## src/rtl/midi_pkg.sv

```systemverilog
// Shared MIDI definitions: line rate, frame shape, serialiser state encoding and
// common status bytes used by benches and the transmit path.
package midi_pkg;

  localparam int unsigned MIDI_BAUD       = 31250;
  localparam int unsigned MIDI_FRAME_BITS = 10;
  localparam int unsigned MIDI_DATA_BITS  = 8;

  typedef logic [MIDI_DATA_BITS-1:0] midi_byte_t;

  typedef enum logic [1:0] {
    ST_IDLE  = 2'd0,
    ST_START = 2'd1,
    ST_DATA  = 2'd2,
    ST_STOP  = 2'd3
  } midi_tx_state_e;

  localparam midi_byte_t MIDI_NOTE_OFF     = 8'h80;
  localparam midi_byte_t MIDI_NOTE_ON      = 8'h90;
  localparam midi_byte_t MIDI_CTRL_CHANGE  = 8'hB0;
  localparam midi_byte_t MIDI_PROG_CHANGE  = 8'hC0;

  // Clock cycles per bit, rounded to nearest.
  function automatic int unsigned midi_div(input int unsigned clk_hz, input int unsigned baud);
    return (clk_hz + baud / 2) / baud;
  endfunction

endpackage

```

## src/rtl/midi_uart_tx_if.sv

```systemverilog
// Byte handshake between the MCU-side register logic and a MIDI transmitter.
interface midi_uart_tx_if;
  import midi_pkg::*;

  midi_byte_t tx_data;
  logic       tx_valid;
  logic       tx_ready;

  modport master (output tx_data, output tx_valid, input  tx_ready);
  modport slave  (input  tx_data, input  tx_valid, output tx_ready);

endinterface

```

## src/rtl/midi_tx_fifo.sv

```systemverilog
// Small synchronous byte FIFO with occupancy output; reset flushes all entries.
module midi_tx_fifo #(
  parameter int unsigned DEPTH = 4,
  parameter int unsigned WIDTH = 8
) (
  input  logic                     clk,
  input  logic                     rst,
  input  logic                     push_i,
  input  logic [WIDTH-1:0]         data_i,
  input  logic                     pop_i,
  output logic [WIDTH-1:0]         data_o,
  output logic                     full_o,
  output logic                     empty_o,
  output logic [$clog2(DEPTH):0]   level_o
);

  localparam int unsigned PTR_W = $clog2(DEPTH);
  localparam int unsigned LVL_W = $clog2(DEPTH) + 1;

  if (DEPTH < 2 || (DEPTH & (DEPTH - 1)) != 0) begin : g_bad_depth
    $error("midi_tx_fifo: DEPTH must be a power of two >= 2");
  end

  logic [WIDTH-1:0] mem_q [DEPTH];
  logic [PTR_W-1:0] wr_ptr_q, wr_ptr_d;
  logic [PTR_W-1:0] rd_ptr_q, rd_ptr_d;
  logic [LVL_W-1:0] level_q, level_d;
  logic             push_en;
  logic             pop_en;

  assign full_o  = (level_q == LVL_W'(DEPTH));
  assign empty_o = (level_q == '0);
  assign level_o = level_q;
  assign data_o  = mem_q[rd_ptr_q];

  assign push_en = push_i && !full_o;
  assign pop_en  = pop_i && !empty_o;

  // Pointers wrap naturally because DEPTH is a power of two.
  always_comb begin
    wr_ptr_d = wr_ptr_q;
    rd_ptr_d = rd_ptr_q;
    level_d  = level_q;
    if (push_en) wr_ptr_d = wr_ptr_q + PTR_W'(1);
    if (pop_en)  rd_ptr_d = rd_ptr_q + PTR_W'(1);
    case ({push_en, pop_en})
      2'b10:   level_d = level_q + LVL_W'(1);
      2'b01:   level_d = level_q - LVL_W'(1);
      default: level_d = level_q;
    endcase
  end

  always_ff @(posedge clk or posedge rst) begin
    if (rst) begin
      wr_ptr_q <= '0;
      rd_ptr_q <= '0;
      level_q  <= '0;
    end else begin
      wr_ptr_q <= wr_ptr_d;
      rd_ptr_q <= rd_ptr_d;
      level_q  <= level_d;
    end
  end

  always_ff @(posedge clk) begin
    if (push_en) mem_q[wr_ptr_q] <= data_i;
  end

endmodule

```

## src/rtl/midi_uart_tx.sv

```systemverilog
// MIDI transmitter: buffers bytes in a FIFO and serialises them 8N1, LSB first,
// onto a registered, idle-high line. Back-to-back frames run with no idle gap.
module midi_uart_tx
  import midi_pkg::*;
#(
  parameter int unsigned CLK_HZ     = 12000000,
  parameter int unsigned BAUD       = MIDI_BAUD,
  parameter int unsigned FIFO_DEPTH = 4
) (
  input  logic                        clk,
  input  logic                        rst,
  midi_uart_tx_if.slave               tx,
  output logic                        midi_out,
  output logic                        busy,
  output logic [$clog2(FIFO_DEPTH):0] fifo_level
);

  localparam int unsigned DIV    = midi_div(CLK_HZ, BAUD);
  localparam int unsigned BAUD_W = (DIV < 2) ? 1 : $clog2(DIV);
  localparam logic [BAUD_W-1:0] BAUD_LAST = BAUD_W'(DIV - 1);

  if (DIV < 2) begin : g_bad_div
    $error("midi_uart_tx: CLK_HZ/BAUD gives fewer than 2 clocks per bit");
  end

  midi_tx_state_e    state_q, state_d;
  logic [BAUD_W-1:0] baud_q, baud_d;
  logic [2:0]        bit_q, bit_d;
  midi_byte_t        shift_q, shift_d;
  logic              out_q, out_d;
  logic              pop_c;
  logic              baud_end_c;
  logic              fifo_full;
  logic              fifo_empty;
  midi_byte_t        fifo_data;

  assign tx.tx_ready = !fifo_full;

  midi_tx_fifo #(
    .DEPTH (FIFO_DEPTH),
    .WIDTH (MIDI_DATA_BITS)
  ) u_fifo (
    .clk     (clk),
    .rst     (rst),
    .push_i  (tx.tx_valid),
    .data_i  (tx.tx_data),
    .pop_i   (pop_c),
    .data_o  (fifo_data),
    .full_o  (fifo_full),
    .empty_o (fifo_empty),
    .level_o (fifo_level)
  );

  assign baud_end_c = (baud_q == BAUD_LAST);

  always_comb begin
    state_d = state_q;
    baud_d  = baud_q;
    bit_d   = bit_q;
    shift_d = shift_q;
    pop_c   = 1'b0;
    case (state_q)
      ST_IDLE: begin
        if (!fifo_empty) begin
          pop_c   = 1'b1;
          shift_d = fifo_data;
          baud_d  = '0;
          state_d = ST_START;
        end
      end
      ST_START: begin
        if (baud_end_c) begin
          baud_d  = '0;
          bit_d   = '0;
          state_d = ST_DATA;
        end else begin
          baud_d = baud_q + BAUD_W'(1);
        end
      end
      ST_DATA: begin
        if (baud_end_c) begin
          baud_d  = '0;
          shift_d = shift_q >> 1;
          if (bit_q == 3'd7) state_d = ST_STOP;
          else               bit_d   = bit_q + 3'd1;
        end else begin
          baud_d = baud_q + BAUD_W'(1);
        end
      end
      ST_STOP: begin
        // Chain straight into the next start bit when another byte is waiting.
        if (baud_end_c) begin
          baud_d = '0;
          if (!fifo_empty) begin
            pop_c   = 1'b1;
            shift_d = fifo_data;
            state_d = ST_START;
          end else begin
            state_d = ST_IDLE;
          end
        end else begin
          baud_d = baud_q + BAUD_W'(1);
        end
      end
      default: state_d = ST_IDLE;
    endcase
  end

  always_comb begin
    out_d = 1'b1;
    case (state_q)
      ST_START: out_d = 1'b0;
      ST_DATA:  out_d = shift_q[0];
      default:  out_d = 1'b1;
    endcase
  end

  always_ff @(posedge clk or posedge rst) begin
    if (rst) begin
      state_q <= ST_IDLE;
      baud_q  <= '0;
      bit_q   <= '0;
      shift_q <= '0;
      out_q   <= 1'b1;
    end else begin
      state_q <= state_d;
      baud_q  <= baud_d;
      bit_q   <= bit_d;
      shift_q <= shift_d;
      out_q   <= out_d;
    end
  end

  assign midi_out = out_q;
  assign busy     = (state_q != ST_IDLE) || (fifo_level != '0);

endmodule

```

## src/flat_wrapper.sv

```systemverilog
// flat-port wrapper written by rule: the top's interface ports become plain ports
module midi_uart_tx_flat import midi_pkg::*;
#(
  parameter int unsigned CLK_HZ     = 12000000,
  parameter int unsigned BAUD       = MIDI_BAUD,
  parameter int unsigned FIFO_DEPTH = 4
)
  (clk, rst, midi_out, busy, fifo_level, tx_tx_data, tx_tx_valid, tx_tx_ready);
  midi_uart_tx_if tx_i ();
  input  logic clk;
  input  logic rst;
  output logic midi_out;
  output logic busy;
  output logic [$clog2(FIFO_DEPTH):0] fifo_level;
  input wire logic [$bits(tx_i.tx_data)-1:0] tx_tx_data;
  input wire logic [$bits(tx_i.tx_valid)-1:0] tx_tx_valid;
  output wire logic [$bits(tx_i.tx_ready)-1:0] tx_tx_ready;
  assign tx_i.tx_data = tx_tx_data;
  assign tx_i.tx_valid = tx_tx_valid;
  assign tx_tx_ready = tx_i.tx_ready;
  midi_uart_tx #(.CLK_HZ(CLK_HZ), .BAUD(BAUD), .FIFO_DEPTH(FIFO_DEPTH)) u_core (.clk(clk), .rst(rst), .tx(tx_i), .midi_out(midi_out), .busy(busy), .fifo_level(fifo_level));
endmodule
```

## config.mk

```make
export PLATFORM = sky130hd
export DESIGN_NAME = midi_uart_tx_flat
export DESIGN_NICKNAME = d
export VERILOG_FILES = /design/src/rtl/midi_pkg.sv /design/src/rtl/midi_uart_tx_if.sv /design/src/rtl/midi_tx_fifo.sv /design/src/rtl/midi_uart_tx.sv /design/src/flat_wrapper.sv
export SDC_FILE = /design/constraint.sdc
export NUM_CORES = 1
export LEC_CHECK = 0
export BUFFER_PORTS_ARGS = -buffer_cell sky130_fd_sc_hd__buf_4
export CAP_MARGIN = 15
export CORE_MARGIN = 2
export CORE_UTILIZATION = 53
export CTS_CLUSTER_DIAMETER = 50
export DETAILED_ROUTE_END_ITERATION = 16
export PLACE_DENSITY = 0.71
export SETUP_SLACK_MARGIN = 0.02
export SLEW_MARGIN = 20
export SYNTH_ARGS = -nofsm -noshare
export SYNTH_HDL_FRONTEND = slang
export SYNTH_SLANG_ARGS = --single-unit
```

## constraint.sdc

```tcl
create_clock -name clk -period 3.2 [get_ports clk]
set_clock_uncertainty 0.1 [all_clocks]
set_input_delay 0.48 -clock clk [delete_from_list [all_inputs] [get_ports clk]]
set_output_delay 0.48 -clock clk [all_outputs]
set_load 0.005 [all_outputs]
```

# Yosys cells after proc, flatten, opt, wreduce, memory -nomap -nowiden
# Memories as Yosys holds them, arrays and structs flattened.
# Cells that the tools add are included.
dict set report classes {
  n_addsub 6
  eq_ne 14
  n_mux 25
  n_reduce_logical 16
}
# operator n
set ops {}
lappend ops {{2-to-1 mux 8 bit} 3}
lappend ops {{one-hot mux 8 bit (3 select lines)} 1}
lappend ops {{2-to-1 mux 9 bit} 2}
lappend ops {{one-hot mux 9 bit (2 select lines)} 1}
lappend ops {{one-hot mux 3 bit (2 select lines)} 2}
lappend ops {{2-to-1 mux 2 bit} 5}
lappend ops {{adder 9 x 1 -> 9 bit (second input constant)} 1}
lappend ops {{equality test 9 bit (second input constant)} 1}
lappend ops {{2-to-1 mux 3 bit} 3}
lappend ops {{!= test 2 x 1 -> 1 bit (second input constant)} 4}
lappend ops {{one-hot mux 2 bit (4 select lines)} 1}
lappend ops {{adder 3 x 1 -> 3 bit (second input constant)} 2}
lappend ops {{equality test 2 bit (second input constant)} 3}
lappend ops {{equality test 3 bit (second input constant)} 2}
lappend ops {{nonzero test 2 bit} 3}
lappend ops {{nonzero test 3 bit} 2}
lappend ops {{2-to-1 mux 1 bit} 5}
lappend ops {{AND reduction 5 bit} 1}
lappend ops {{adder 2 x 1 -> 2 bit (second input constant)} 2}
lappend ops {{equality test 2 x 1 -> 1 bit (second input constant)} 2}
lappend ops {{!= test 2 bit (second input constant)} 2}
lappend ops {{one-hot mux 1 bit (2 select lines)} 2}
lappend ops {{AND reduction 4 bit} 1}
lappend ops {{zero test 3 bit} 1}
lappend ops {{other kinds (7)} 9}
dict set report totals {
  register_bits 30
  mem_bits_rw 32
  inputBits 11
  out_inout_bits 6
  wordCells 70
  n_memories 1
}
# name depth word_bits read_ports rd_clocked_by_memory_dff write_ports line_no
set memory_table {}
lappend memory_table {u_core.u_fifo.mem_q 4 8 1 0 1 midi_tx_fifo.sv:24} ;# logic [WIDTH-1:0] mem_q [DEPTH];

# Depth between registers and ports, before layout
# Gate-level depths: netlist (run 1).
dict set report depth {
  ltp_word 7
  depth_mapped 10
  depth_no_buf 10
}

# Cells and area by module
# A second synthesis (run 1) with hierarchy kept.
dict set report hier_totals {
  hier_cells 206
  hier_area_um2 2960.3
}
# module n_inst cells_each area_each_um2 seq_area_each_um2
set modules_own_cells {}
lappend modules_own_cells {midi_tx_fifo 1 80 1596.5 1136.1}
lappend modules_own_cells {midi_uart_tx 1 126 1363.8 576.8}

# Worst setup path after synthesis (run 1)
# OpenSTA, ideal clock, no wires.
dict set report synth_path {
  kind {reg2reg}
  start {register u_core.state_q[0]}
  end {register u_core.u_fifo.level_q[2], in the netlist u_core.u_fifo.level_o[2]}
  t_arrival_ns 2.089
  path_slack_ns 0.932
  stages_incl_launch_ff 11
  n_path_buf 1
  period_less_slack_ns 2.268
  path_cell_list {dfrtp_1 -> inv_1 -> ha_1 -> clkbuf_1 -> o21a_1 -> ha_1 -> inv_1 -> fa_1 -> xor2_1 -> nor2_1 -> xor2_1}
}
dict set report synth_via {
  elab_chain_cells 5
  elab_cells_between_ends 8
  classes_between {3 x eq/ne; 2 x mux; 3 x reduce/logical}
}
# element line_no
set synth_lines {}
lappend synth_lines {{from (decl)} midi_uart_tx.sv:26} ;# midi_tx_state_e state_q, state_d;
lappend synth_lines {{from (signal assigned)} midi_uart_tx.sv:126} ;# state_q <= state_d;
lappend synth_lines {{equality test 2 bit or zero test 2 bit (tied branches)} midi_uart_tx.sv:62} ;# case (state_q)
lappend synth_lines {{one-hot mux 1 bit (2 select lines) (*)} midi_uart_tx.sv:62}
lappend synth_lines {{logical AND 1 bit (*)} midi_tx_fifo.sv:37} ;# assign pop_en = pop_i && !empty_o;
lappend synth_lines {{net u_core.u_fifo.pop_en} midi_tx_fifo.sv:29} ;# logic pop_en;
lappend synth_lines {{equality test 2 x 1 -> 1 bit or equality test 2 bit (tied branches)} midi_tx_fifo.sv:46} ;# case ({push_en, pop_en})
lappend synth_lines {{one-hot mux 3 bit (2 select lines) or nonzero test 2 bit (tied branches)} n/a}
lappend synth_lines {{to (signal assigned)} midi_tx_fifo.sv:61} ;# level_q <= level_d;
lappend synth_lines {{to (decl)} midi_tx_fifo.sv:27} ;# logic [LVL_W-1:0] level_q, level_d;
# Mark *: on every way through the listed nets, which the timed path passes. The rest lies on a longest branch.
# A chain may end at the register's enable or synchronous reset.

# Final worst setup path (run 1)
dict set report layout_path {
  start {register u_core.state_q[0]}
  end {output busy}
}
dict set report layout_via {
  elab_chain_cells 2
}
# element line_no
set layout_lines {}
lappend layout_lines {{nonzero test 2 bit} midi_uart_tx.sv:135} ;# assign busy = (state_q != ST_IDLE) || (fifo_level != '0);
lappend layout_lines {{logical OR 1 bit} midi_uart_tx.sv:135}
lappend layout_lines {{to (decl)} flat_wrapper.sv:13} ;# output logic busy;
# Every way passes these cells.

==> reports/metrics.yaml, run 1 <==
job:
  maxCapViolations: 0
worst_setup_path:
  timing_worst_setup_path_type: "reg -> out"
  reg2reg_setup_slack_ns: 0.72
  timing.critical_path.slowest_stage_cell: "sky130_fd_sc_hd__ha_1"
  path_buf_inv: 3
  critical_path_start_type: "flip-flop"
  timing.reg2reg.worst_path_depth: 10
  worst_setup_path_end_kind: "output pin"
  required_ns: 2.62
  worst_path_most_repeated_cell: "sky130_fd_sc_hd__inv_1"
  critical_path_fanouts_max: 13
  path_cells: "inv_1, ha_1, and2_1, inv_1, buf_4"
  timing.critical_path.slowest_cell_delay_ns: 0.43
  worst_r2r_startpoint: "u_core.baud_q[0]"
  worst_r2r_endpoint: "u_core.u_fifo.level_o[2]"
  critical-path-top-delay-family: "buffers and inverters"
  critPathArrivalTime_ns: 1.92
pwr:
  vdd_ir_drop_max_mv: 0.466
  report.power.total_w: 0.00195
  power_per_cell_area_nw_per_um2: 590
  static-leakage-power_nw: 1.37
clocking:
  max_buffers_root_to_sink: 2
  clock_latency_at_the_later_pin_of_the_worst_skew_pair_ns: 0.34
  cts_inserted_buffers: 9
  clock_sinks: 62
  cts_root_buffer: "sky130_fd_sc_hd__clkbuf_8"
  post_cts_buffers: 0
  post_cts_resize_count: 0
  clk_transition_reported_paths_ns: 0.06
  cts_tree: "built"
  cts-htree-levels: 3
  holdBufCountCts: 0
die:
  floorplan.initialDensity_pct: 54.1
  design.portCount: 17
  design.core.area_um2: 5410
  die_height_um: 78.3
  floorplan.rows: 27
  chipWidth_um: 78.3
  dieArea_um2: 6130
detailed_routing:
  wl_per_cell_um: 15.8
  dr_total_vias: 1694
  avgViaCountPerCell: 5.52
  highest-signal-layer: "met4"
  detailroute.wirelength.met2_um: 2410
  routedLengthMet1_um: 2230
  drc: 0
  antenna_violating_nets_post_route: 0
  met3_length_um: 141
  drtPass1Iterations: 4
  postRouteWirelength_um: 4840
  detail_route.iter0.violations: 82
sta:
  fin_crit_sh_pct: 78.1
  tightestPinTransition_ns: 0.633
  setup_viol: 0
  totalNegativeSetupSlack_ns: 0
  setup_repair_after_global_routing_missed_its_margin: "no"
  slew-limit-headroom_pct: 57.8
  worst_hold_slack_ns: 0.115
  final-max-slew-violation-count: 0
  clock.fmax_ghz: 0.400
  finalHoldViolations: 0
  layout_min_cycle_time_ns: 2.50
grt:
  grt_pass1_wl_um: 8450
  overall_overflow_remaining_after_global_route: 0
  track_usage_pct: 18.3
  grt_antenna_before_repair: 0
  grt_max_degree: 31
  grt_pass1_vias: 1805
logic_synthesis:
  post_syn_nets: 232
  yosysWarnings: 0
  synth_edf_count: 32
  synth_area_leaders: "sky130_fd_sc_hd__edfxtp_1 33%, sky130_fd_sc_hd__dfrtp_1 25%, sky130_fd_sc_hd__mux4_2 6.2%"
  netlist_instances: 207
  netlist_area_um2: 2920
  synth_seq_cells: 62
  synth-async-reset-ratio_pct: 48.4
  synth.distinct_cells: 43
  synth.yosys.seq_area_share_pct: 58.6
  post-synth-top-area-cell: "sky130_fd_sc_hd__edfxtp_1"
  leading_register_cell_type_out_of_synthesis: "sky130_fd_sc_hd__edfxtp_1"
  synth_top_cell_area_share_pct: 32.9
  syn_area_per_cell_um2: 14.1
final_layout:
  layout.cells.non_filler: 307
  multi_input_comb_area_um2: 1120
  antenna_diode_count: 0
  drive_gt1_share_pct: 26.0
  fill_cells: 426
  nets: 255
  signed_area_change_from_the_synthesized_netlist_to_the_final_layout_pct: 12.7
  regArea_um2: 1710
placement:
  place.gp.congestion: 0.795
  dp_hpwl_um: 3460
  numPlacedInstances: 291
  number_of_i_o_port_buffers: 16
hold_path:
  min_path_type: "in -> async"
status:
  run_status: "completed"
-- layer usage --
| metal | up-vias | global-route usage [%] |
|---|---|---|
| met5 | - | 0 |
| met4 | 0 | 6.84 |
| met3 | 5 | 5.17 |
| met2 | 24 | 29.3 |
| met1 | 853 | 24.0 |
| li1 | 812 | - |
-- where the power goes --
| group | switching, W | leakage (nW) | internal, W |
|---|---|---|---|
| combinational | 0.000158 | 0.614 | 0.000136 |
| sequential | 0.0000520 | 0.658 | 0.000966 |
| clock | 0.000290 | 0.0954 | 0.000342 |
| total | 0.000501 | 1.37 | 0.00144 |
-- synth_stat cells, types with 2 or more instances --
library cell / n
sky130_fd_sc_hd__edfxtp_1: 32
sky130_fd_sc_hd__dfrtp_1: 29
sky130_fd_sc_hd__inv_1: 14
sky130_fd_sc_hd__ha_1: 13
sky130_fd_sc_hd__o21ai_0: 12
sky130_fd_sc_hd__nand2_1: 11
sky130_fd_sc_hd__nor2_1: 10
sky130_fd_sc_hd__mux2_4: 8
sky130_fd_sc_hd__mux4_2: 8
sky130_fd_sc_hd__mux2_2: 7
sky130_fd_sc_hd__nand3_1: 5
sky130_fd_sc_hd__xor2_1: 5
sky130_fd_sc_hd__a21o_1: 4
sky130_fd_sc_hd__and3_1: 4
sky130_fd_sc_hd__a21oi_1: 3
sky130_fd_sc_hd__clkbuf_1: 3
sky130_fd_sc_hd__mux2i_1: 3
sky130_fd_sc_hd__nor3_1: 3
sky130_fd_sc_hd__nor4_1: 3
sky130_fd_sc_hd__a22oi_1: 2
sky130_fd_sc_hd__and2_1: 2
sky130_fd_sc_hd__buf_6: 2
sky130_fd_sc_hd__nand4b_1: 2
sky130_fd_sc_hd__o31ai_1: 2
sky130_fd_sc_hd__xnor2_1: 2
-- worst max path at each step --
| stage | start | to | slack (ns) | cells after the start |
|---|---|---|---|---|
| final | u_core.state_q[0] | busy | 0.70 | 5 |
| after global routing | u_core.state_q[0] | busy | 0.47 | 5 |
| after CTS | u_core.state_q[0] | busy | 0.67 | 5 |
| after detailed placement | u_core.baud_q[0] | u_core.u_fifo.level_o[2] | 0.74 | 10 |
| after global placement | u_core.baud_q[0] | u_core.u_fifo.level_o[2] | 0.84 | 10 |
| after floorplan | u_core.state_q[0] | u_core.u_fifo.level_o[2] | 0.93 | 10 |
-- cells in the final DEF, fill, tap and decap left out, drive strengths merged, types with 2 or more instances in the layout --
cell type,instances
nor2,10
nand3,5
nand2,11
and3,4
nand4b,2
mux4,8
and2,2
edfxtp,32
xor2,5
o31ai,2
a21o,4
mux2i,3
xnor2,2
a21oi,3
ha,13
clkinv,2
nor3,4
nor4,3
dfrtp,29
a22oi,3
buf,17
mux2,15
inv,14
o21ai,12
clkbuf,13
-- final cells by class --
type                    instances  area share [%]
flip-flops and latches         62            52.0
multi-input cells             126            34.1
clock buffers                  13            5.13
repair buffers                 17            3.87
well taps                      72            2.73
inverters                      14            1.60
clock inverters                 3           0.532
-- logic make-up (layout without fill, tap and decap cells) --
logic type                 count (synthesis)  in the layout  share of synthesized area [%]
muxes                                     26             26                           14.0
adders and majority gates                 14             14                           6.25
buffers and inverters                     19             47                           2.95
AOI/OAI and AO/OA                         32             32                           7.32
xor gates and xnor gates                   7              7                           2.10
and+or+nand+nor                           47             47                           8.81
DFF                                       62             62                           58.6
-- worst min-delay path: stages --
cell and delay (ns):
sky130_fd_sc_hd__buf_4 0.11, sky130_fd_sc_hd__inv_1 0.04, sky130_fd_sc_hd__buf_4 0.34
-- registers in the layout (all words and copies together) (netlist names) --
signal,count
u_core.baud_q,9
u_core.bit_q,3
u_core.u_fifo.wr_ptr_q,2
u_core.u_fifo.rd_ptr_q,2
u_core.state_q,2
u_core.shift_q,8
u_core.u_fifo.level_o,3
u_core.midi_out,1
u_core.u_fifo.mem_q,32
-- per-stage QoR --
stage	worst slack [ns]	util (%)	cell area [µm²]
2_1_floorplan	0.932	-	2920
3_3_place_gp	0.844	57.5	3110
3_5_place_dp	0.738	57.5	3110
4_1_cts	0.671	60.9	3290
5_1_grt	0.469	60.9	3290
6_report	0.700	60.9	3290
(Power assumes the default switching activity.)
==> run 2, diff against run 1 <==
clock period = 2.6 ns   (was 3.2 ns; I/O delays follow)
==> reports/metrics.yaml, run 2 (synthesis results as in run 1) <==
placement:
  place_area_um2: 3140  # +0.97%
  dp_hpwl_um: 3320  # -4.1%
  place.gp.congestion: 0.812  # +2.2%
  number_of_i_o_port_buffers: 16  # unchanged
grt:
  overall_overflow_remaining_after_global_route: 0  # unchanged
  grt_antenna_before_repair: 0  # unchanged
  track_usage_pct: 17.8  # -0.51 points
  grt_pass1_wl_um: 8130  # -3.8%
  grt_pass1_vias: 1718  # -4.8%
  grt_max_degree: 19  # -39%
final_layout:
  signed_area_change_from_the_synthesized_netlist_to_the_final_layout_pct: 16.3
  layout_commonest_cell: "sky130_fd_sc_hd__edfxtp_1"
  number_of_flip_flops_under_the_largest_register_name: 32  # unchanged
  layout_common_cells: "32 x sky130_fd_sc_hd__edfxtp_1, 29 x sky130_fd_sc_hd__dfrtp_1, 22 x sky130_fd_sc_hd__buf_4"
  nets: 260  # +2.0%
  finalInstanceArea_um2: 3400  # +3.2%
  fill_cells: 419  # -1.6%
  reg_top3: "u_core.u_fifo.mem_q (32), u_core.baud_q (9), u_core.shift_q (8)"
  top_register: "u_core.u_fifo.mem_q"
  drive_gt1_share_pct: 28.7  # +2.8 points
  antenna_diode_count: 0  # unchanged
clocking:
  clock_latency_at_the_later_pin_of_the_worst_skew_pair_ns: 0.35  # about the same
  clock_sinks: 62  # unchanged
  cts_inserted_buffers: 9  # unchanged
  clk_transition_reported_paths_ns: 0.07  # about the same
  cts_tree: "built"
  cts-htree-levels: 3  # unchanged
  max_buffers_root_to_sink: 2  # unchanged
  cts_root_buffer: "sky130_fd_sc_hd__clkbuf_8"
  holdBufCountCts: 0  # unchanged
worst_setup_path:
  reg2reg_setup_slack_ns: 0.24  # -0.48 ns
  critical_path_start_type: "flip-flop"
  worst_r2r_startpoint: "u_core.state_q[0]"
  critical-path-top-delay-family: "adder cells"
  timing.critical_path.slowest_stage_cell: "sky130_fd_sc_hd__dfrtp_1"
  path_cells: "inv_1, ha_1, nor2_1, o21a_1, ha_1, inv_1, fa_1, xor2_1, nor2_1, xor2_1"
  worst_setup_path_end_kind: "flip-flop"
  timing.reg2reg.worst_path_depth: 10  # unchanged
  critPathArrivalTime_ns: 2.53  # +0.61 ns
  worst_r2r_endpoint: "u_core.u_fifo.level_o[2]"
  timing.critical_path.slowest_cell_delay_ns: 0.40  # -0.03 ns
  path_buf_inv: 2  # -1
  critical_path_fanouts_max: 4  # -9
  required_ns: 2.77  # +0.15 ns
  timing_worst_setup_path_type: "reg -> reg"
sta:
  fin_crit_sh_pct: 90.8
  worst_hold_slack_ns: 0.0427  # -0.0719 ns
  finalHoldViolations: 0  # unchanged
  totalNegativeSetupSlack_ns: 0  # unchanged
  tightestPinTransition_ns: 0.677  # +0.0442 ns
  slew-limit-headroom_pct: 54.8  # -3.0 points
  setup_viol: 0  # unchanged
  setup_repair_after_global_routing_missed_its_margin: "no"
  final-max-slew-violation-count: 0  # unchanged
  clock.fmax_ghz: 0.424
  layout_min_cycle_time_ns: 2.36
pwr:
  vdd_ir_drop_max_mv: 0.624  # +34%
  switching_share_pct: 24.4  # -1.4 points
  net-switching-power_w: 0.000643  # +28%
  p_comb_share_pct: 13.3  # -1.8 points
  static-leakage-power_nw: 1.41  # +2.9%
  power_report.internal_total_w: 0.00199  # +38%
  seq_power_share_pct: 47.6  # -4.7 points
  clock_power_share_pct: 39.1  # +6.6 points
  power_per_cell_area_nw_per_um2: 776  # +31%
  report.power.total_w: 0.00264  # +36%
die:
  chipWidth_um: 78.3  # unchanged
  design.portCount: 17  # unchanged
  floorplan.rows: 27  # unchanged
  dieArea_um2: 6130  # unchanged
  floorplan.initialDensity_pct: 54.1  # unchanged
  die_height_um: 78.3  # unchanged
  design.core.area_um2: 5410  # unchanged
detailed_routing:
  drtPass1Iterations: 4  # unchanged
  detail_route.iter0.violations: 55  # -33%
  wl_per_cell_um: 15.1  # -4.4%
  avgViaCountPerCell: 5.44  # -1.5%
  highest-signal-layer: "met4"
  antenna_violating_nets_post_route: 0  # unchanged
  postRouteWirelength_um: 4700  # -2.8%
  dr_total_vias: 1696  # +0.12%
  detailroute.wirelength.met2_um: 2240  # -7.3%
  drc: 0  # unchanged
  met3_length_um: 171  # +21%
  routedLengthMet1_um: 2150  # -3.4%
status:
  run_status: "completed"
hold_path:
  min_path_type: "in -> async"
job:
  maxCapViolations: 0  # unchanged
## run 2: worst max-delay path by stage
| stage | start | cells past startpoint | slack, ns | end |
|---|---|---|---|---|
| after floorplan | u_core.state_q[0] | 10 | 0.33 | u_core.u_fifo.level_o[2] |
| after global placement | u_core.baud_q[0] | 10 | 0.26 | u_core.u_fifo.level_o[2] |
| after detailed placement | u_core.baud_q[0] | 10 | 0.17 | u_core.u_fifo.level_o[2] |
| after CTS | u_core.baud_q[0] | 10 | 0.14 | u_core.u_fifo.level_o[2] |
| after global routing | u_core.baud_q[0] | 10 | 0.02 | u_core.u_fifo.level_o[2] |
| final | u_core.state_q[0] | 10 | 0.24 | u_core.u_fifo.level_o[2] |
## run 2: final cells by class
cell class	count	area [µm²]	area share, %
Timing Repair Buffer	22	165	4.86
Clock buffer	9	124	3.64
Tap cell	72	90.1	2.65
Multi-Input combinational cell	126	1130	33.3
Sequential cell	62	1710	50.4
Clock inverter	7	123	3.61
Inverter	14	52.6	1.55
## run 2: layer usage
layer / GRT usage [%] / up-vias
li1: - / 822
met5: 0 / -
met3: 4.14 / 11
met4: 11.1 / 0
met2: 27.2 / 31
met1: 23.2 / 832
## run 2: timing repair
| item | in CTS | in global routing |
|---|---|---|
| endpoints found under the setup margin | 0 | 1 |
| gates resized for setup | 0 | 2 |
| setup buffers | 0 | 1 |
## run 2: through the flow
| step | instances | setup slack (ns) | util, % |
|---|---|---|---|
| after floorplan | 207 | 0.332 | - |
| after global placement | 295 | 0.261 | 58.1 |
| after detailed placement | 295 | 0.172 | 58.1 |
| after CTS | 311 | 0.144 | 62.6 |
| after global routing | 312 | 0.0172 | 62.9 |
| final | 312 | 0.240 | 62.9 |
## run 2: power groups by stage
stage | clock network [W] | registers, W | logic, W
after floorplan | 0 | 0.00126 | 0.000234
after global placement | 0 | 0.00127 | 0.000354
after detailed placement | 0 | 0.00128 | 0.000361
after CTS | 0.00105 | 0.00126 | 0.000363
after global routing | 0.00109 | 0.00127 | 0.000407
final | 0.00103 | 0.00125 | 0.000351
==> run 3, diff against run 2 <==
CORE_ASPECT_RATIO = 2   (was default)
==> reports/metrics.yaml, run 3 (synthesis results as in run 1) <==
placement:
  place_worst_setup_slack_ns: 0.167  # -0.00527 ns
  number_of_i_o_port_buffers: 16  # unchanged
  place.gp.congestion: 0.800  # -1.4%
  dp_hpwl_um: 3600  # +8.6%
worst_setup_path:
  timing.reg2reg.worst_path_depth: 10  # unchanged
  timing_worst_setup_path_type: "reg -> reg"
  worst_r2r_startpoint: "u_core.state_q[0]"
  required_ns: 2.76  # about the same
  critPathArrivalTime_ns: 2.52  # about the same
  worst_setup_path_end_kind: "flip-flop"
  critical_path_start_type: "flip-flop"
  worst_r2r_endpoint: "u_core.u_fifo.level_o[2]"
  critical_path_fanouts_max: 5  # +1
  reg2reg_setup_slack_ns: 0.24  # about the same
final_layout:
  antenna_diode_count: 0  # unchanged
  signed_area_change_from_the_synthesized_netlist_to_the_final_layout_pct: 13.3
  nets: 260  # unchanged
  drive_gt1_share_pct: 28.3  # -0.42 points
  layout_commonest_cell: "sky130_fd_sc_hd__edfxtp_1"
  fill_cells: 406  # -3.1%
  layout_common_cells: "32 x sky130_fd_sc_hd__edfxtp_1, 29 x sky130_fd_sc_hd__dfrtp_1, 22 x sky130_fd_sc_hd__buf_4"
  number_of_flip_flops_under_the_largest_register_name: 32  # unchanged
  reg_top3: "u_core.u_fifo.mem_q (32), u_core.baud_q (9), u_core.shift_q (8)"
  top_register: "u_core.u_fifo.mem_q"
grt:
  grt_pass1_wl_um: 8400  # +3.3%
  grt_max_degree: 31  # +12
  use_met2_pct: 33.6  # +6.4 points
  grt_busiest_layer: "met2"
  track_usage_pct: 18.4  # +0.58 points
  grt.met3_usage_pct: 3.91  # -0.22 points
  grt_antenna_before_repair: 0  # unchanged
  grt_pass1_vias: 1819  # +5.9%
  met1_usage_pct: 18.5  # -4.7 points
  overall_overflow_remaining_after_global_route: 0  # unchanged
sta:
  clock.fmax_ghz: 0.424  # about the same
  slew-limit-headroom_pct: 63.5  # +8.7 points
  tightestPinTransition_ns: 0.548  # -0.129 ns
  finalWorstSetupSlack_ns: 0.240  # +0.000170 ns
  layout_min_cycle_time_ns: 2.36  # -0.000170 ns
  setup_viol: 0  # unchanged
  setup_repair_after_global_routing_missed_its_margin: "no"
  fin_crit_sh_pct: 90.8  # about the same
  finalHoldViolations: 0  # unchanged
  final-max-slew-violation-count: 0  # unchanged
  totalNegativeSetupSlack_ns: 0  # unchanged
pwr:
  power_per_cell_area_nw_per_um2: 706  # -9.0%
  static-leakage-power_nw: 1.37  # -2.8%
  vdd_ir_drop_max_mv: 0.717  # +15%
clocking:
  cts_inserted_buffers: 9  # unchanged
  holdBufCountCts: 0  # unchanged
  clk_transition_reported_paths_ns: 0.07  # about the same
  clock_latency_at_the_later_pin_of_the_worst_skew_pair_ns: 0.34  # about the same
  max_buffers_root_to_sink: 2  # unchanged
  cts-htree-levels: 3  # unchanged
  cts_tree: "built"
  cts_root_buffer: "sky130_fd_sc_hd__clkbuf_8"
  clock_sinks: 62  # unchanged
die:
  floorplan.rows: 38  # +41%
  design.portCount: 17  # unchanged
  die_height_um: 109  # +39%
  design.core.area_um2: 5370  # -0.60%
  chipWidth_um: 56.5  # -28%
  floorplan.initialDensity_pct: 54.4  # +0.33 points
  dieArea_um2: 6160  # +0.59%
detailed_routing:
  avgViaCountPerCell: 5.76  # +5.9%
  postRouteWirelength_um: 4840  # +3.0%
  drtPass1Iterations: 4  # unchanged
  drc: 0  # unchanged
  detail_route.iter0.violations: 57  # +3.6%
  wl_per_cell_um: 16.1  # +7.1%
  antenna_violating_nets_post_route: 0  # unchanged
  dr_total_vias: 1727  # +1.8%
job:
  maxCapViolations: 0  # unchanged
status:
  run_status: "completed"
hold_path:
  min_path_type: "in -> async"
[run 3: per-layer routing]
layer | vias to the layer above | wire [µm]
met5 | - | 0
met4 | 0 | 128
met3 | 10 | 102
met2 | 20 | 2860
met1 | 873 | 1750
li1 | 824 | -
[run 3: critical path, stage by stage, from the launching register on]
cell and delay, ns:
sky130_fd_sc_hd__dfrtp_1 0.42, sky130_fd_sc_hd__inv_1 0.11, sky130_fd_sc_hd__ha_1 0.32, sky130_fd_sc_hd__nor2_1 0.14
sky130_fd_sc_hd__o21a_1 0.18, sky130_fd_sc_hd__ha_1 0.19, sky130_fd_sc_hd__inv_1 0.06, sky130_fd_sc_hd__fa_1 0.37
sky130_fd_sc_hd__xor2_1 0.15, sky130_fd_sc_hd__nor2_1 0.11, sky130_fd_sc_hd__xor2_1 0.16
[run 3: cell type report]
type | count | area [µm²] | area share, %
tap | 60 | 75.1 | 2.27
clock inverter | 6 | 47.5 | 1.44
clock buffer | 10 | 128 | 3.85
timing repair buffer | 22 | 165 | 4.98
multi-input combinational | 126 | 1130 | 34.2
sequential | 62 | 1710 | 51.7
inverter | 14 | 52.6 | 1.59
[run 3: metrics by stage]
| step | cell area, µm² | cells | hold slack, ns | utilization [%] | power (W) |
|---|---|---|---|---|---|
| 6_report | 3310 | 300 | 0.0164 | 61.7 | 0.00234 |
| 3_3_place_gp | 3130 | 284 | 0.391 | 58.3 | 0.00162 |
| 4_1_cts | 3310 | 300 | 0.0202 | 61.5 | 0.00238 |
| 3_5_place_dp | 3130 | 284 | 0.393 | 58.3 | 0.00164 |
| 5_1_grt | 3310 | 300 | 0.0500 | 61.7 | 0.00246 |
| 2_1_floorplan | 2920 | 207 | 0.373 | - | 0.00149 |
[run 3: what timing repair did]
action,4_1_cts,5_1_grt
setup buffers,0,0
endpoints found under the setup margin,0,1
resized for setup,0,2
[run 3: power breakdown]
| part | internal (W) | total [W] | switching [W] | leakage (nW) |
|---|---|---|---|---|
| combinational | 0.000165 | 0.000354 | 0.000188 | 0.634 |
| sequential | 0.00119 | 0.00125 | 0.0000621 | 0.658 |
| clock | 0.000349 | 0.000736 | 0.000386 | 0.0751 |
[run 3: worst max-delay path by stage]
stage	endpoint	from	slack, ns	cells past startpoint
floorplan	u_core.u_fifo.level_o[2]	u_core.state_q[0]	0.33	10
global placement	u_core.u_fifo.level_o[2]	u_core.baud_q[0]	0.29	10
detailed placement	u_core.u_fifo.level_o[2]	u_core.baud_q[0]	0.17	10
CTS	u_core.u_fifo.level_o[2]	u_core.baud_q[0]	0.15	10
global route	u_core.u_fifo.level_o[2]	u_core.state_q[0]	0.03	10
finish	u_core.u_fifo.level_o[2]	u_core.state_q[0]	0.24	10
